<file path="config.mk">
export PLATFORM = sky130hd
export DESIGN_NAME = dcache_port_arbiter_flat
export DESIGN_NICKNAME = d
export VERILOG_FILES = /design/src/rtl/dcache_port_arbiter_if.sv /design/src/rtl/dcache_port_arbiter.sv /design/src/flat_wrapper.sv
export SDC_FILE = /design/constraint.sdc
export NUM_CORES = 1
export LEC_CHECK = 0
export BUFFER_PORTS_ARGS = -buffer_cell sky130_fd_sc_hd__buf_2
export CORE_AREA = 2 2 207 209
export CTS_CLUSTER_DIAMETER = 120
export DETAILED_ROUTE_END_ITERATION = 12
export DIE_AREA = 0 0 209 211
export PLACE_DENSITY = 0.42
export SYNTH_ARGS = -nofsm -noshare
export SYNTH_HDL_FRONTEND = slang
export SYNTH_SLANG_ARGS = --single-unit
</file>
<file path="constraint.sdc">
create_clock -name clk -period 1.9 [get_ports clk]
set_input_delay 0.095 -clock clk [delete_from_list [all_inputs] [get_ports clk]]
set_output_delay 0.095 -clock clk [all_outputs]
set_load 0.02 [all_outputs]
</file>
<file path="src/rtl/dcache_port_arbiter_if.sv">
// +-----------------------------------------------------------------------------
// | Module   : dcache_port_arbiter_if
// | Brief    : LSU, page-table walker and D-cache port signals for the arbiter.
// | Revision : 1.0 - initial release
// +-----------------------------------------------------------------------------
`default_nettype none

interface dcache_port_arbiter_if #(
    parameter int DATA_W = 64
);
    logic              lsu_req_valid;
    logic              lsu_req_ready;
    logic [DATA_W-1:0] lsu_req_addr;
    logic              lsu_req_write;
    logic [DATA_W-1:0] lsu_req_wdata;
    logic              lsu_resp_valid;
    logic [DATA_W-1:0] lsu_resp_data;

    logic              walk_req_valid;
    logic [DATA_W-1:0] walk_req_addr;
    logic              walk_resp_valid;
    logic [DATA_W-1:0] walk_resp_data;

    logic              dc_req_valid;
    logic              dc_req_ready;
    logic [DATA_W-1:0] dc_req_addr;
    logic              dc_req_write;
    logic [DATA_W-1:0] dc_req_wdata;
    logic              dc_req_phys;
    logic              dc_resp_valid;
    logic [DATA_W-1:0] dc_resp_data;

    logic              err_spurious;

    // master: the arbiter itself
    modport master (
        input  lsu_req_valid, lsu_req_addr, lsu_req_write, lsu_req_wdata,
        input  walk_req_valid, walk_req_addr,
        input  dc_req_ready, dc_resp_valid, dc_resp_data,
        output lsu_req_ready, lsu_resp_valid, lsu_resp_data,
        output walk_resp_valid, walk_resp_data,
        output dc_req_valid, dc_req_addr, dc_req_write, dc_req_wdata, dc_req_phys,
        output err_spurious
    );

    // slave: the requesters and the D-cache around the arbiter
    modport slave (
        output lsu_req_valid, lsu_req_addr, lsu_req_write, lsu_req_wdata,
        output walk_req_valid, walk_req_addr,
        output dc_req_ready, dc_resp_valid, dc_resp_data,
        input  lsu_req_ready, lsu_resp_valid, lsu_resp_data,
        input  walk_resp_valid, walk_resp_data,
        input  dc_req_valid, dc_req_addr, dc_req_write, dc_req_wdata, dc_req_phys,
        input  err_spurious
    );
endinterface

`default_nettype wire

</file>
<file path="src/rtl/dcache_port_arbiter.sv">
// +-----------------------------------------------------------------------------
// | Module   : dcache_port_arbiter
// | Brief    : Shares one D-cache port between LSU and PTW with bounded LSU wait.
// | Revision : 1.0 - initial release
// +-----------------------------------------------------------------------------
`default_nettype none

module dcache_port_arbiter #(
    parameter int STARVE_LIMIT = 4,
    parameter int DATA_W       = 64
) (
    input  wire logic              clk,
    input  wire logic              reset,
    dcache_port_arbiter_if.master  bus
);

    localparam logic [1:0] C_ST_IDLE  = 2'd0;
    localparam logic [1:0] C_ST_ISSUE = 2'd1;
    localparam logic [1:0] C_ST_WAIT  = 2'd2;

    localparam logic       C_OWN_LSU  = 1'b0;
    localparam logic       C_OWN_WALK = 1'b1;

    localparam logic [3:0] C_LIMIT    = 4'(STARVE_LIMIT);

    logic [1:0]        state_q, state_d;
    logic              owner_q, owner_d;
    logic [3:0]        starve_cnt_q, starve_cnt_d;
    logic [DATA_W-1:0] addr_q, addr_d;
    logic [DATA_W-1:0] wdata_q, wdata_d;
    logic              write_q, write_d;
    logic              phys_q, phys_d;

    logic              w_idle;
    logic              w_grant_walk;
    logic              w_grant_lsu;
    logic              w_resp_hit;

    assign w_idle       = (state_q == C_ST_IDLE);
    // The walker keeps priority until a waiting LSU has been passed over STARVE_LIMIT times.
    assign w_grant_walk = w_idle && bus.walk_req_valid &&
                          (!bus.lsu_req_valid || (starve_cnt_q < C_LIMIT));
    assign w_grant_lsu  = w_idle && bus.lsu_req_valid && !w_grant_walk;
    assign w_resp_hit   = (state_q == C_ST_WAIT) && bus.dc_resp_valid;

    always_comb begin
        state_d      = state_q;
        owner_d      = owner_q;
        starve_cnt_d = starve_cnt_q;
        addr_d       = addr_q;
        wdata_d      = wdata_q;
        write_d      = write_q;
        phys_d       = phys_q;

        case (state_q)
            C_ST_IDLE: begin
                if (w_grant_walk) begin
                    state_d = C_ST_ISSUE;
                    owner_d = C_OWN_WALK;
                    addr_d  = bus.walk_req_addr;
                    wdata_d = '0;
                    write_d = 1'b0;
                    phys_d  = 1'b1;
                    if (bus.lsu_req_valid) begin
                        starve_cnt_d = (starve_cnt_q == C_LIMIT) ? starve_cnt_q
                                                                 : starve_cnt_q + 4'd1;
                    end else begin
                        starve_cnt_d = 4'd0;
                    end
                end else if (w_grant_lsu) begin
                    state_d      = C_ST_ISSUE;
                    owner_d      = C_OWN_LSU;
                    addr_d       = bus.lsu_req_addr;
                    wdata_d      = bus.lsu_req_wdata;
                    write_d      = bus.lsu_req_write;
                    phys_d       = 1'b0;
                    starve_cnt_d = 4'd0;
                end
            end
            C_ST_ISSUE: begin
                if (bus.dc_req_ready) begin
                    state_d = C_ST_WAIT;
                end
            end
            C_ST_WAIT: begin
                if (bus.dc_resp_valid) begin
                    state_d = C_ST_IDLE;
                end
            end
            default: begin
                state_d = C_ST_IDLE;
            end
        endcase
    end

    always_ff @(posedge clk or negedge reset) begin
        if (!reset) begin
            state_q      <= C_ST_IDLE;
            owner_q      <= C_OWN_LSU;
            starve_cnt_q <= 4'd0;
            addr_q       <= '0;
            wdata_q      <= '0;
            write_q      <= 1'b0;
            phys_q       <= 1'b0;
        end else begin
            state_q      <= state_d;
            owner_q      <= owner_d;
            starve_cnt_q <= starve_cnt_d;
            addr_q       <= addr_d;
            wdata_q      <= wdata_d;
            write_q      <= write_d;
            phys_q       <= phys_d;
        end
    end

    // Outputs fed straight from inputs are held low while reset is asserted.
    assign bus.lsu_req_ready   = reset && w_grant_lsu;
    assign bus.err_spurious    = reset && bus.dc_resp_valid && (state_q != C_ST_WAIT);

    assign bus.dc_req_valid    = (state_q == C_ST_ISSUE);
    assign bus.dc_req_addr     = addr_q;
    assign bus.dc_req_write    = write_q;
    assign bus.dc_req_wdata    = wdata_q;
    assign bus.dc_req_phys     = phys_q;

    assign bus.lsu_resp_valid  = w_resp_hit && (owner_q == C_OWN_LSU);
    assign bus.walk_resp_valid = w_resp_hit && (owner_q == C_OWN_WALK);
    assign bus.lsu_resp_data   = bus.lsu_resp_valid  ? bus.dc_resp_data : '0;
    assign bus.walk_resp_data  = bus.walk_resp_valid ? bus.dc_resp_data : '0;

endmodule

`default_nettype wire

</file>
<file path="src/flat_wrapper.sv">
// flat-port wrapper written by rule: the top's interface ports become plain ports
module dcache_port_arbiter_flat 
#(
    parameter int STARVE_LIMIT = 4,
    parameter int DATA_W       = 64
)
  (clk, reset, bus_lsu_req_valid, bus_lsu_req_addr, bus_lsu_req_write, bus_lsu_req_wdata, bus_walk_req_valid, bus_walk_req_addr, bus_dc_req_ready, bus_dc_resp_valid, bus_dc_resp_data, bus_lsu_req_ready, bus_lsu_resp_valid, bus_lsu_resp_data, bus_walk_resp_valid, bus_walk_resp_data, bus_dc_req_valid, bus_dc_req_addr, bus_dc_req_write, bus_dc_req_wdata, bus_dc_req_phys, bus_err_spurious);
  dcache_port_arbiter_if #(.DATA_W(DATA_W)) bus_i ();
  input  wire logic clk;
  input  wire logic reset;
  input wire logic [$bits(bus_i.lsu_req_valid)-1:0] bus_lsu_req_valid;
  input wire logic [$bits(bus_i.lsu_req_addr)-1:0] bus_lsu_req_addr;
  input wire logic [$bits(bus_i.lsu_req_write)-1:0] bus_lsu_req_write;
  input wire logic [$bits(bus_i.lsu_req_wdata)-1:0] bus_lsu_req_wdata;
  input wire logic [$bits(bus_i.walk_req_valid)-1:0] bus_walk_req_valid;
  input wire logic [$bits(bus_i.walk_req_addr)-1:0] bus_walk_req_addr;
  input wire logic [$bits(bus_i.dc_req_ready)-1:0] bus_dc_req_ready;
  input wire logic [$bits(bus_i.dc_resp_valid)-1:0] bus_dc_resp_valid;
  input wire logic [$bits(bus_i.dc_resp_data)-1:0] bus_dc_resp_data;
  output wire logic [$bits(bus_i.lsu_req_ready)-1:0] bus_lsu_req_ready;
  output wire logic [$bits(bus_i.lsu_resp_valid)-1:0] bus_lsu_resp_valid;
  output wire logic [$bits(bus_i.lsu_resp_data)-1:0] bus_lsu_resp_data;
  output wire logic [$bits(bus_i.walk_resp_valid)-1:0] bus_walk_resp_valid;
  output wire logic [$bits(bus_i.walk_resp_data)-1:0] bus_walk_resp_data;
  output wire logic [$bits(bus_i.dc_req_valid)-1:0] bus_dc_req_valid;
  output wire logic [$bits(bus_i.dc_req_addr)-1:0] bus_dc_req_addr;
  output wire logic [$bits(bus_i.dc_req_write)-1:0] bus_dc_req_write;
  output wire logic [$bits(bus_i.dc_req_wdata)-1:0] bus_dc_req_wdata;
  output wire logic [$bits(bus_i.dc_req_phys)-1:0] bus_dc_req_phys;
  output wire logic [$bits(bus_i.err_spurious)-1:0] bus_err_spurious;
  assign bus_i.lsu_req_valid = bus_lsu_req_valid;
  assign bus_i.lsu_req_addr = bus_lsu_req_addr;
  assign bus_i.lsu_req_write = bus_lsu_req_write;
  assign bus_i.lsu_req_wdata = bus_lsu_req_wdata;
  assign bus_i.walk_req_valid = bus_walk_req_valid;
  assign bus_i.walk_req_addr = bus_walk_req_addr;
  assign bus_i.dc_req_ready = bus_dc_req_ready;
  assign bus_i.dc_resp_valid = bus_dc_resp_valid;
  assign bus_i.dc_resp_data = bus_dc_resp_data;
  assign bus_lsu_req_ready = bus_i.lsu_req_ready;
  assign bus_lsu_resp_valid = bus_i.lsu_resp_valid;
  assign bus_lsu_resp_data = bus_i.lsu_resp_data;
  assign bus_walk_resp_valid = bus_i.walk_resp_valid;
  assign bus_walk_resp_data = bus_i.walk_resp_data;
  assign bus_dc_req_valid = bus_i.dc_req_valid;
  assign bus_dc_req_addr = bus_i.dc_req_addr;
  assign bus_dc_req_write = bus_i.dc_req_write;
  assign bus_dc_req_wdata = bus_i.dc_req_wdata;
  assign bus_dc_req_phys = bus_i.dc_req_phys;
  assign bus_err_spurious = bus_i.err_spurious;
  dcache_port_arbiter #(.STARVE_LIMIT(STARVE_LIMIT), .DATA_W(DATA_W)) u_core (.clk(clk), .reset(reset), .bus(bus_i));
endmodule
</file>
# Yosys cells after proc, flatten, opt, wreduce, memory -nomap -nowiden
# Index checks and enable logic that the tools add are counted.
[op_classes] bitwise=1 addsub=1 magnitude_cmp=1 muxes=19 n_eq_ne=8 reduce_logical=18
[ops] operator="64-bit two-way mux" n=6
[ops] operator="4-bit two-way mux" n=4
[ops] operator="1-bit logical AND" n=10
[ops] operator="2-bit two-way mux" n=4
[ops] operator="2-bit inequality test, second input constant" n=3
[ops] operator="3-bit inequality test, second input constant" n=2
[ops] operator="2-bit one-hot mux with 3 select lines" n=1
[ops] operator="3-bit AND reduction" n=2
[ops] operator="4-bit by 1-bit adder with 4-bit output, second input constant" n=1
[ops] operator="4-bit by 3-bit equality test with 1-bit output, second input constant" n=1
[ops] operator="4-bit by 3-bit < comparator with 1-bit output, second input constant" n=1
[ops] operator="1-bit two-way mux" n=4
[ops] operator="2-bit by 1-bit equality test with 1-bit output, second input constant" n=1
[ops] operator="2-bit equality test, second input constant" n=1
[ops] operator="1-bit logical NOT" n=2
[ops] operator="2-bit logical NOT" n=1
[ops] operator="2-bit AND reduction" n=1
[ops] operator="2-bit nonzero test" n=1
[ops] operator="1-bit logical OR" n=1
[ops] operator="1-bit NOT" n=1
[word_totals] elab_cells=54 regBits=136 output_inout_bits=263 in_bits=263

# Depth between registers and ports, before layout
# Gate-level depths: netlist of run 1.
[logic_depth] ltp_word=8 depth_mapped=5 depth_no_buf=4

# Least setup slack after synthesis of run 1
# Ideal clock, no wire load.
[synth_path] path_type="reg2out" startpoint="register u_core.state_q[0]" endpoint="output bus_lsu_resp_data[0]" path_stages_with_launch=6 slack_ns=0.397 t_arrival_ns=1.408 path_buffers=2 path_cell_list="dfrtp_1 -> nand2b_1 -> nor3_1 -> clkbuf_2 -> clkbuf_1 -> and2_1"
[synth_via] elab_chain_cells=4
[synth_rtl] item="start, declared" line_no="dcache_port_arbiter.sv:26" source="logic [1:0] state_q, state_d;"
[synth_rtl] item="start signal, assigned" line_no="dcache_port_arbiter.sv:106" source="state_q <= state_d;"
[synth_rtl] item="2-bit equality test" line_no="dcache_port_arbiter.sv:44" source="assign w_resp_hit = (state_q == C_ST_WAIT) && bus.dc_resp_valid;"
[synth_rtl] item="1-bit logical AND" line_no="dcache_port_arbiter.sv:44"
[synth_rtl] item="1-bit logical AND" line_no="dcache_port_arbiter.sv:126" source="assign bus.lsu_resp_valid = w_resp_hit && (owner_q == C_OWN_LSU);"
[synth_rtl] item="64-bit two-way mux" line_no="dcache_port_arbiter.sv:128" source="assign bus.lsu_resp_data = bus.lsu_resp_valid ? bus.dc_resp_data : '0;"
[synth_rtl] item="end, declared" line_no="flat_wrapper.sv:22" source="output wire logic [$bits(bus_i.lsu_resp_data)-1:0] bus_lsu_resp_data;"
# Every way passes these cells.

# Worst setup path in the final report of run 1
[layout_path] startpoint="register u_core.state_q[0]" endpoint="output bus_lsu_resp_data[42]"
# The elaborated chain is that of the path after synthesis.

==> flow_summary.ini, run 1 <==
[synth]
synth-seq-cells = 136
synthTopCellsByArea = dfrtp_1 50%, and2_1 12%, a311o_1 9.4%, a22o_1 8.4%, a21boi_0 6.1%
syn_inst = 627
avgSynthCellArea_um2 = 10.8
ys_warn_count = 0
syn_area_um2 = 6800
synth_cell_types = 28
syn-num-nets = 892
seq_area_frac_synth_pct = 50.0
synth.largest_area_cell = dfrtp_1
synth_top_area_share_pct = 50.0

[floorplan]
die-width_um = 209
ioPinCount = 526
initial_utilization_pct = 16.3
die-height_um = 211
rows = 75
die-area_um2 = 44100
core-area_um2 = 41800

[cts]
cts_inserted_buffers = 17
cts_sinks = 136
cts_tree = built
cts_buffer_depth = 2
clk_latency_ns = 0.44
root_buffer = clkbuf_16
h-tree-depth = 4
clkSlewWorstSetupHoldPaths_ns = 0.06

[timing]
fin_setup_tns_ns = -0.628
grt_setup_unrepaired = yes
tightest_slew_ns = 0.451
setup_ws_ns = -0.0370
fmax_mhz = 516
setup_violations = 32
period_needed_ns = 1.94
relSlewSlack_pct = 70.0
fin_skew_ns = 0.00733
finalHoldViolCount = 0
timing.final.crit_share_pct = 102
maxSlewViolCount = 0

[finish]
fillers = 4287
nNetsFinal = 1610
design_area_um2 = 14000
drive_above_1_share_pct = 50.7
final_common_cell = buf_2
final_cell_mix = 394 x buf_2, 196 x dlygate4sd3_1, 133 x dfrtp_1
area_growth_pct = 105

[worst_setup_path]
slowest_stage = dfrtp_2
path_max_fanout = 8
startpoint_type = flip-flop
crit_chain = nand2b_4, nor3_4, buf_6, buf_12, clkbuf_16, and2_4, buf_6
cp_data_arrival_time_ns = 1.84
end_kind = primary output
cp_top_family = buffers and inverters
cpMostUsedCell = buf_6
cp.required_ns = 1.80
cp_num_buf_inv = 4
slowest_delay_ns = 0.40
worstSetupPathType = flip-flop to primary output

[drt]
drt_wl_total_um = 38900
drc = 0
vias_per_cell = 4.34
via_count = 8247
drt_iter0_drc = 388
dr.pass1.iters = 4
postRouteAntennaNets = 0
wl_per_cell_um = 20.5

[power_and_ir_drop]
sequentialPowerShare_pct = 27.6
p_clk_share_pct = 18.7
switching_share_pct = 42.1
p_leak_nw = 7.10
report.power.total_mw = 18.2
p_switching_mw = 7.67
vdd_drop_max_mv = 0.552
internal_power_mw = 10.5
comb_power_share_pct = 53.7
power_density_nw_per_um2 = 1300

[outcome]
status = complete, but fails checks
violations = negative setup slack

[run]
cap_violations = 0

[global_routing]
grt_max_degree = 68
first_global_vias = 8961
grt_pass1_wl_um = 54700
overflow = 0
globalRouteTotalUtil_pct = 16.5
antenna_found_initial = 3

[place]
gp_congestion = 0.847
port-buffer-count = 525
dp_hpwl_um = 25700
placed_area_um2 = 10200

[min_path]
hp-class = primary input to flip-flop
==> cells by family (layout without fill, tap and decap cells) <==
group	Yosys count	after routing	share of synthesized area (%)
flip-flops	136	136	50.0
AO/OA/AOI/OAI	203	203	25.7
other	0	2	0
buffers and inverters	77	808	4.78
AND/OR/NAND/NOR	209	209	19.1
adder cells (fa/ha/maj)	2	2	0.368
==> metrics by stage <==
stage | instances | utilization [%] | setup WS, ns | hold WS [ns]
after floorplan | 627 | - | 0.397 | -0.201
after global placement | 1646 | 24.4 | 0.135 | 0.0195
after detailed placement | 1646 | 24.4 | 0.0957 | 0.0240
after CTS | 1890 | 32.5 | -0.146 | 0.0117
after global routing | 1898 | 33.4 | -0.121 | 0.0377
final | 1899 | 33.5 | -0.0370 | 0.0494
==> path summary, 6_finish.rpt <==
kind / from / endpoint / slack [ns] / depth (start not counted)
min in group asynchronous: reset / u_core.bus.dc_req_wdata[46]$_DFFE_PN0P_ / 0.14 / 2
min: bus_lsu_req_valid / u_core.starve_cnt_q[2]$_DFFE_PN0P_ / 0.05 / 3
max reg2reg: u_core.state_q[0]$_DFFE_PN0P_ / u_core.bus.dc_req_addr[37]$_DFFE_PN0P_ / 0.10 / 6
max in group asynchronous: reset / u_core.bus.dc_req_addr[38]$_DFFE_PN0P_ / 1.06 / 3
min reg2reg: u_core.bus.dc_req_wdata[27]$_DFFE_PN0P_ / u_core.bus.dc_req_wdata[27]$_DFFE_PN0P_ / 0.49 / 1
max: u_core.state_q[0]$_DFFE_PN0P_ / bus_lsu_resp_data[42] / -0.04 / 7
==> Yosys cell counts (all sizes together) <==
master / number
a21boi: 64
a21oi: 1
a22o: 65
a311o: 64
a31oi: 1
and2: 130
and3: 65
buf: 23
clkbuf: 47
dfrtp: 136
ha: 2
inv: 7
nand2: 3
nand2b: 2
nand3: 1
nor2: 3
nor3: 2
nor3b: 1
o21ai: 6
o22ai: 1
o311a: 1
or2: 2
==> worst register-to-register path: stages (launching register included) <==
cell	delay, ns
dfrtp_2	0.40
buf_4	0.13
buf_4	0.13
nor3b_4	0.23
nand2_2	0.11
buf_4	0.27
a311o_1	0.40
==> routing by layer <==
layer | routed length (µm) | up-vias | track usage [%]
met4 | 1670 | 2 | 8.03
met1 | 14600 | 4061 | 18.0
li1 | - | 3758 | -
met3 | 1910 | 67 | 3.49
met5 | 7 | - | 0
met2 | 20800 | 359 | 30.3
==> registers in the layout, indices dropped and copies added, names as in the netlist <==
name	count
u_core.bus.dc_req_addr	64
u_core.bus.dc_req_write	1
u_core.bus.dc_req_wdata	64
u_core.owner_q	1
u_core.starve_cnt_q	4
u_core.state_q	2
==> area by class of cell <==
cell class	count	area, µm²	area share (%)
Antenna cell	2	5.00	0.0358
Clock buffer	22	474	3.39
Clock inverter	10	119	0.851
Inverter	7	26.3	0.188
Multi-Input combinational cell	414	3330	23.8
Sequential cell	136	3410	24.4
Tap cell	539	674	4.83
Timing Repair Buffer	769	5940	42.5
==> repair_timing <==
item | 4_1_cts | 5_1_grt
pin swaps | 17 | 47
setup endpoints to repair | 131 | 132
hold buffers | 196 | 0
cloned | 6 | 6
endpoints found under the hold margin | 267 | 0
setup buffers | 10 | 2
resized for setup | 197 | 100
==> power by group through the flow <==
stage | Combinational [mW] | Sequential [mW] | Clock [mW]
after global placement | 8.67 | 5.04 | 0
after floorplan | 3.54 | 6.67 | 0
after CTS | 9.55 | 5.02 | 3.53
after detailed placement | 8.70 | 5.05 | 0
final | 9.77 | 5.02 | 3.40
after global routing | 10.4 | 5.20 | 3.63
No activity file was read; power rests on OpenSTA's default activity.
==> run 2: changes to the inputs <==
BUFFER_PORTS_ARGS = not set   (was -buffer_cell sky130_fd_sc_hd__buf_2)
DONT_BUFFER_PORTS = 1   (was not set)
PLACE_DENSITY = 0.31   (was 0.42)
==> run 2 against run 1 <==
Register-to-register slack is essentially flat. The run ends with negative hold slack left. Clock skew grew 0.0046 ns. Maximum frequency grew 2.2%. Critical endpoint is now bus_walk_resp_data[29]. Die area is the same. Critical path type unchanged.
==> flow_summary.ini, run 2 (same netlist as run 1, synthesis figures left out) <==
[outcome]
violations = negative hold slack
status = complete, but fails checks

[finish]
final_common_cell = dlygate4sd3_1
fillers = 4353
seqCellArea_um2 = 3410
multi_input_area_um2 = 3320
final_cell_mix = 199 x dlygate4sd3_1, 133 x dfrtp_1, 65 x and3_1, 65 x a22o_1, 64 x a311o_1
drive_above_1_share_pct = 21.2
area_growth_pct = 57.7
nNetsFinal = 1079

[place]
port-buffer-count = 0
gp_congestion = 0.852
dp_hpwl_um = 23200

[cts]
root_buffer = clkbuf_16
cts_tree = built
cts_buffer_depth = 2
clk_latency_ns = 0.45
cts_sinks = 136
cts_inserted_buffers = 17
hold_buffers = 199
clkSlewWorstSetupHoldPaths_ns = 0.06
h-tree-depth = 4

[timing]
period_needed_ns = 1.90
grt_setup_unrepaired = yes
fin_skew_ns = 0.0119
relSlewSlack_pct = 64.0
maxSlewViolCount = 0
fin_setup_tns_ns = 0
hold_ws_ns = -0.650
finalHoldViolCount = 136
setup_violations = 0
fmax_mhz = 528
tightest_slew_ns = 0.540
timing.final.crit_share_pct = 99.8

[drt]
dr.pass1.iters = 4
wl_per_cell_um = 24.6
via_count = 6269
drc = 0
postRouteAntennaNets = 0
vias_per_cell = 4.58
drt_iter0_drc = 421
drt_wl_total_um = 33700

[global_routing]
globalRouteTotalUtil_pct = 14.8
grt_pass1_wl_um = 47400
overflow = 0
grt_max_degree = 139
first_global_vias = 6780
antenna_found_initial = 5

[floorplan]
die-width_um = 209
initial_utilization_pct = 16.3
die-height_um = 211
die-area_um2 = 44100
core-area_um2 = 41800
ioPinCount = 526
rows = 75

[power_and_ir_drop]
power_density_nw_per_um2 = 1530
p_leak_nw = 4.69
vdd_drop_max_mv = 0.519
report.power.total_mw = 16.4

[worst_setup_path]
startpoint_type = flip-flop
worstSetupPathType = flip-flop to primary output
path_max_fanout = 4
cp.required_ns = 1.80
reg2reg_setup_slack_ns = 0.10
cp_data_arrival_time_ns = 1.80
reg2reg_depth = 5
end_kind = primary output

[min_path]
hp-class = primary input to asynchronous set/reset pin

[run]
cap_violations = 0
[run 2: cell type report]
cell class                 instances  area share (%)
sequential                       136            31.8
antenna                            4          0.0933
clock inverter                    13            2.04
timing repair buffer             238            24.5
tap                              539            6.29
clock buffer                      18            4.09
inverter                           7           0.245
multi-input combinational        414            30.9
[run 2: final timing paths]
| path | startpoint | to |
|---|---|---|
| worst max-delay path | u_core.state_q[0]$_DFFE_PN0P_ | bus_walk_resp_data[29] |
| worst min-delay path | reset | u_core.bus.dc_req_wdata[48]$_DFFE_PN0P_ |
| worst max register to register | u_core.state_q[0]$_DFFE_PN0P_ | u_core.bus.dc_req_addr[33]$_DFFE_PN0P_ |
| worst min register to register | u_core.starve_cnt_q[0]$_DFFE_PN0P_ | u_core.starve_cnt_q[0]$_DFFE_PN0P_ |
| max in group asynchronous | reset | u_core.bus.dc_req_addr[55]$_DFFE_PN0P_ |
| min in group clk | bus_lsu_req_valid | u_core.starve_cnt_q[3]$_DFFE_PN0P_ |
[run 2: worst max-delay path: stages, from the launching register on]
cell	delay, ns
dfrtp_2	0.40
nand2b_4	0.17
nor3_4	0.14
buf_6	0.14
bufbuf_16	0.26
and2_4	0.15
buf_12	0.10
[run 2: report_power, final]
part / internal, mW / switching [mW] / leakage [nW] / total, mW
clock network: 2.38 / 1.41 / 0.311 / 3.78
logic: 2.73 / 2.75 / 2.67 / 5.48
registers: 4.29 / 2.87 / 1.71 / 7.15
[run 2: through the flow]
step | utilization (%) | cells | area, µm² | worst slack, ns
floorplan | - | 627 | 6800 | 0.397
global placement | 18.1 | 1119 | 7560 | 0.171
detailed placement | 18.1 | 1119 | 7560 | 0.166
CTS | 25.5 | 1361 | 10700 | -0.125
global route | 25.7 | 1369 | 10700 | -0.102
finish | 25.7 | 1369 | 10700 | 0.00446
[run 2: layer usage]
metal / share of wire [%] / vias up / global-route usage, %
li1: - / 2684 / -
met1: 36 / 3160 / 15.1
met3: 6.5 / 69 / 4.21
met4: 4.5 / 2 / 8.37
met2: 53 / 354 / 27.0
met5: 0.047 / - / 0
[run 2: repair_timing]
| action | 4_1_cts | 5_1_grt |
|---|---|---|
| pin swaps | 14 | 8 |
| gates cloned | 7 | 1 |
| endpoints found under the hold margin | 270 | 136 |
| resized for setup | 140 | 10 |
| setup buffers | 5 | 3 |
| setup endpoints to repair | 129 | 129 |
==> run 3: changes to the inputs <==
ABC_AREA = 1   (was not set)
CORE_AREA = 2 2 203 205   (was 2 2 207 209)
DIE_AREA = 0 0 205 207   (was 0 0 209 211)
PLACE_DENSITY = 0.33   (was 0.31)
==> run 3 against run 2 <==
The run still ends with negative hold slack left. Power is 2.6% lower. Non-clock buffer count grew 100. Via count is 26% higher. Critical endpoint is now bus_walk_resp_data[25]. Largest power group unchanged. Synthesized cell count increased by 73%. Global-route usage up 1.8 points. Highest routed layer is now met4. Clock skew fell by 0.0039 ns.
==> flow_summary.ini, run 3 <==
[floorplan]
ioPinCount = 526
die-area_um2 = 42400
core-area_um2 = 40400
rows = 74
die-height_um = 207
die-width_um = 205
initial_utilization_pct = 18.2

[synth]
ys_warn_count = 0
synthTopCellsByArea = dfrtp_1 46%, nand2_1 17%, nand3_1 13%, inv_1 10%, nor2_1 6.8%
synth.most_common_cell = nand2_1
syn_area_um2 = 7340
syn_inst = 1082
synth-seq-cells = 136
netlist_top_cells_count = 331 x nand2_1, 201 x inv_1, 195 x nand3_1
synth.largest_area_cell = dfrtp_1
synth_cell_types = 19
synth_top_flop_cell = dfrtp_1
seq_area_frac_synth_pct = 46.4
synth_edf_count = 0
synthArstFlopShare_pct = 100
syn-num-nets = 1347
avgSynthCellArea_um2 = 6.78
synth_top_area_share_pct = 46.4

[worst_setup_path]
end_kind = primary output
worstSetupPathType = flip-flop to primary output
reg2reg_to = u_core.bus.dc_req_addr[20]$_DFFE_PN0P_
reg2reg_from = u_core.starve_cnt_q[2]$_DFFE_PN0P_
cp_data_arrival_time_ns = 1.69
slowest_delay_ns = 0.44
reg2reg_setup_slack_ns = 0.26
crit_chain = nor2_4, nand3_2, buf_12, nor2_1, buf_4
reg2reg_depth = 5
cp.required_ns = 1.80
path_max_fanout = 65
startpoint_type = flip-flop
slowest_stage = dfrtp_2

[finish]
fillers = 4406
nNetsFinal = 1634
final_common_cell = nand2_1
multi_input_area_um2 = 2910
seqCellArea_um2 = 3400
final_core_util_pct = 28.7
drive_above_1_share_pct = 14.1
final_cell_mix = 331 x nand2_1, 201 x inv_1, 197 x dlygate4sd3_1
area_growth_pct = 57.8

[timing]
period_needed_ns = 1.78
maxSlewViolCount = 0
grt_setup_unrepaired = no
fmax_mhz = 561
fin_setup_tns_ns = 0
finalHoldViolCount = 136
setup_violations = 0
hold_ws_ns = -0.655
tightest_slew_ns = 0.549
relSlewSlack_pct = 63.3
fin_skew_ns = 0.00799
timing.final.crit_share_pct = 93.8

[global_routing]
antenna_found_initial = 0
first_global_vias = 8112
grt_pass1_wl_um = 52000
overflow = 0
grt_max_degree = 139
globalRouteTotalUtil_pct = 16.6

[power_and_ir_drop]
vdd_drop_max_mv = 0.600
internal_power_mw = 8.68
p_clk_share_pct = 25.2
comb_power_share_pct = 32.7
power_density_nw_per_um2 = 1380
p_switching_mw = 7.32
p_leak_nw = 6.49
switching_share_pct = 45.8
sequentialPowerShare_pct = 42.1

[drt]
wl_per_cell_um = 18.7
drt_iter0_drc = 440
drc = 0
via_count = 7897
postRouteAntennaNets = 0
dr.pass1.iters = 6
vias_per_cell = 4.12
drt_wl_total_um = 35900

[place]
port-buffer-count = 0
gp_congestion = 0.833
dp_hpwl_um = 25700

[min_path]
hp-class = primary input to asynchronous set/reset pin

[outcome]
violations = negative hold slack
status = complete, but fails checks

[cts]
cts_sinks = 136
h-tree-depth = 4
hold_buffers = 197
cts_tree = built
root_buffer = clkbuf_16
cts_buffer_depth = 2
cts_inserted_buffers = 17
clk_latency_ns = 0.45
clkSlewWorstSetupHoldPaths_ns = 0.06

[run]
cap_violations = 0
## run 3: cell count changes after synthesis, moves of 23 or more
cell,before,now
a21boi_0,55,0
a22o_1,65,0
a311o_1,64,0
and2_1,130,0
and3_1,65,1
buf_2,21,44
clkbuf_1,45,17
inv_1,7,201
nand2_1,3,331
nand3_1,1,195
nor2_1,1,132
## run 3: worst max path at each step
stage | start | end | slack, ns
6_report | u_core.state_q[0]$_DFFE_PN0P_ | bus_walk_resp_data[25] | 0.12
5_1_grt | u_core.state_q[0]$_DFFE_PN0P_ | bus_walk_resp_data[26] | 0.02
4_1_cts | u_core.state_q[0]$_DFFE_PN0P_ | bus_lsu_resp_data[5] | 0.01
3_5_place_dp | u_core.starve_cnt_q[2]$_DFFE_PN0P_ | u_core.bus.dc_req_addr[62]$_DFFE_PN0P_ | 0.29
3_3_place_gp | u_core.starve_cnt_q[2]$_DFFE_PN0P_ | u_core.bus.dc_req_addr[62]$_DFFE_PN0P_ | 0.30
2_1_floorplan | u_core.state_q[0]$_DFFE_PN0P_ | bus_walk_resp_data[54] | 0.54
## run 3: layout make-up
type / instances / share of cell area (%)
Antenna cell: 1 / 0.0216
Multi-Input combinational cell: 672 / 25.1
Clock buffer: 19 / 3.82
Tap cell: 532 / 5.75
Inverter: 204 / 6.63
Clock inverter: 13 / 2.14
Timing Repair Buffer: 338 / 27.1
Sequential cell: 136 / 29.4
## run 3: critical path: cells and delay by family (launching register included)
family                 cells  cell delay, ns
DFF                        1            0.44
and+or+nand+nor            3            0.38
buffers and inverters      2            0.39
## run 3: metal layers
metal | vias up | global-route usage (%) | wire length, µm | share of wire (%)
met1 | 3697 | 16.6 | 12600 | 35
li1 | 3787 | - | - | -
met5 | - | 0 | 0 | 0
met3 | 55 | 4.97 | 2740 | 7.6
met2 | 358 | 30.3 | 18800 | 52
met4 | 0 | 9.25 | 1760 | 4.9
## run 3: power by group through the flow
stage                     Sequential, mW  Combinational [mW]  Clock (mW)
after global placement              6.85                4.88           0
after detailed placement            6.79                4.94           0
after CTS                           6.77                5.31        4.18
after global routing                6.89                5.94        4.28
after floorplan                     6.30                3.42           0
final                               6.73                5.23        4.03
## run 3: stage by stage
stage / setup WS (ns) / hold WS [ns] / cells / total power [mW] / cell area, µm²
after floorplan: 0.536 / -0.201 / 1082 / 9.71 / 7340
after global placement: 0.301 / -0.197 / 1684 / 11.7 / 8860
after detailed placement: 0.294 / -0.197 / 1684 / 11.7 / 8860
after CTS: 0.00990 / -0.694 / 1914 / 16.3 / 11500
after global routing: 0.0197 / -0.693 / 1914 / 17.1 / 11600
final: 0.118 / -0.655 / 1915 / 16.0 / 11600
## run 3: kinds of logic (layout without fill, tap and decap cells)
logic type / Yosys count / after routing / share of synthesized area [%]
AOI/OAI and AO/OA: 8 / 8 / 0.648
buffers and inverters: 274 / 574 / 15.3
DFF: 136 / 136 / 46.4
adders and majority gates: 2 / 2 / 0.341
and+or+nand+nor: 661 / 661 / 37.2
other: 0 / 1 / 0
xor gates and xnor gates: 1 / 1 / 0.119
## run 3: timing repair
item,in CTS,in global routing
setup buffers,1,0
endpoints found under the hold margin,270,136
endpoints found under the setup margin,109,93
pin swaps,1,0
resized for setup,4,11
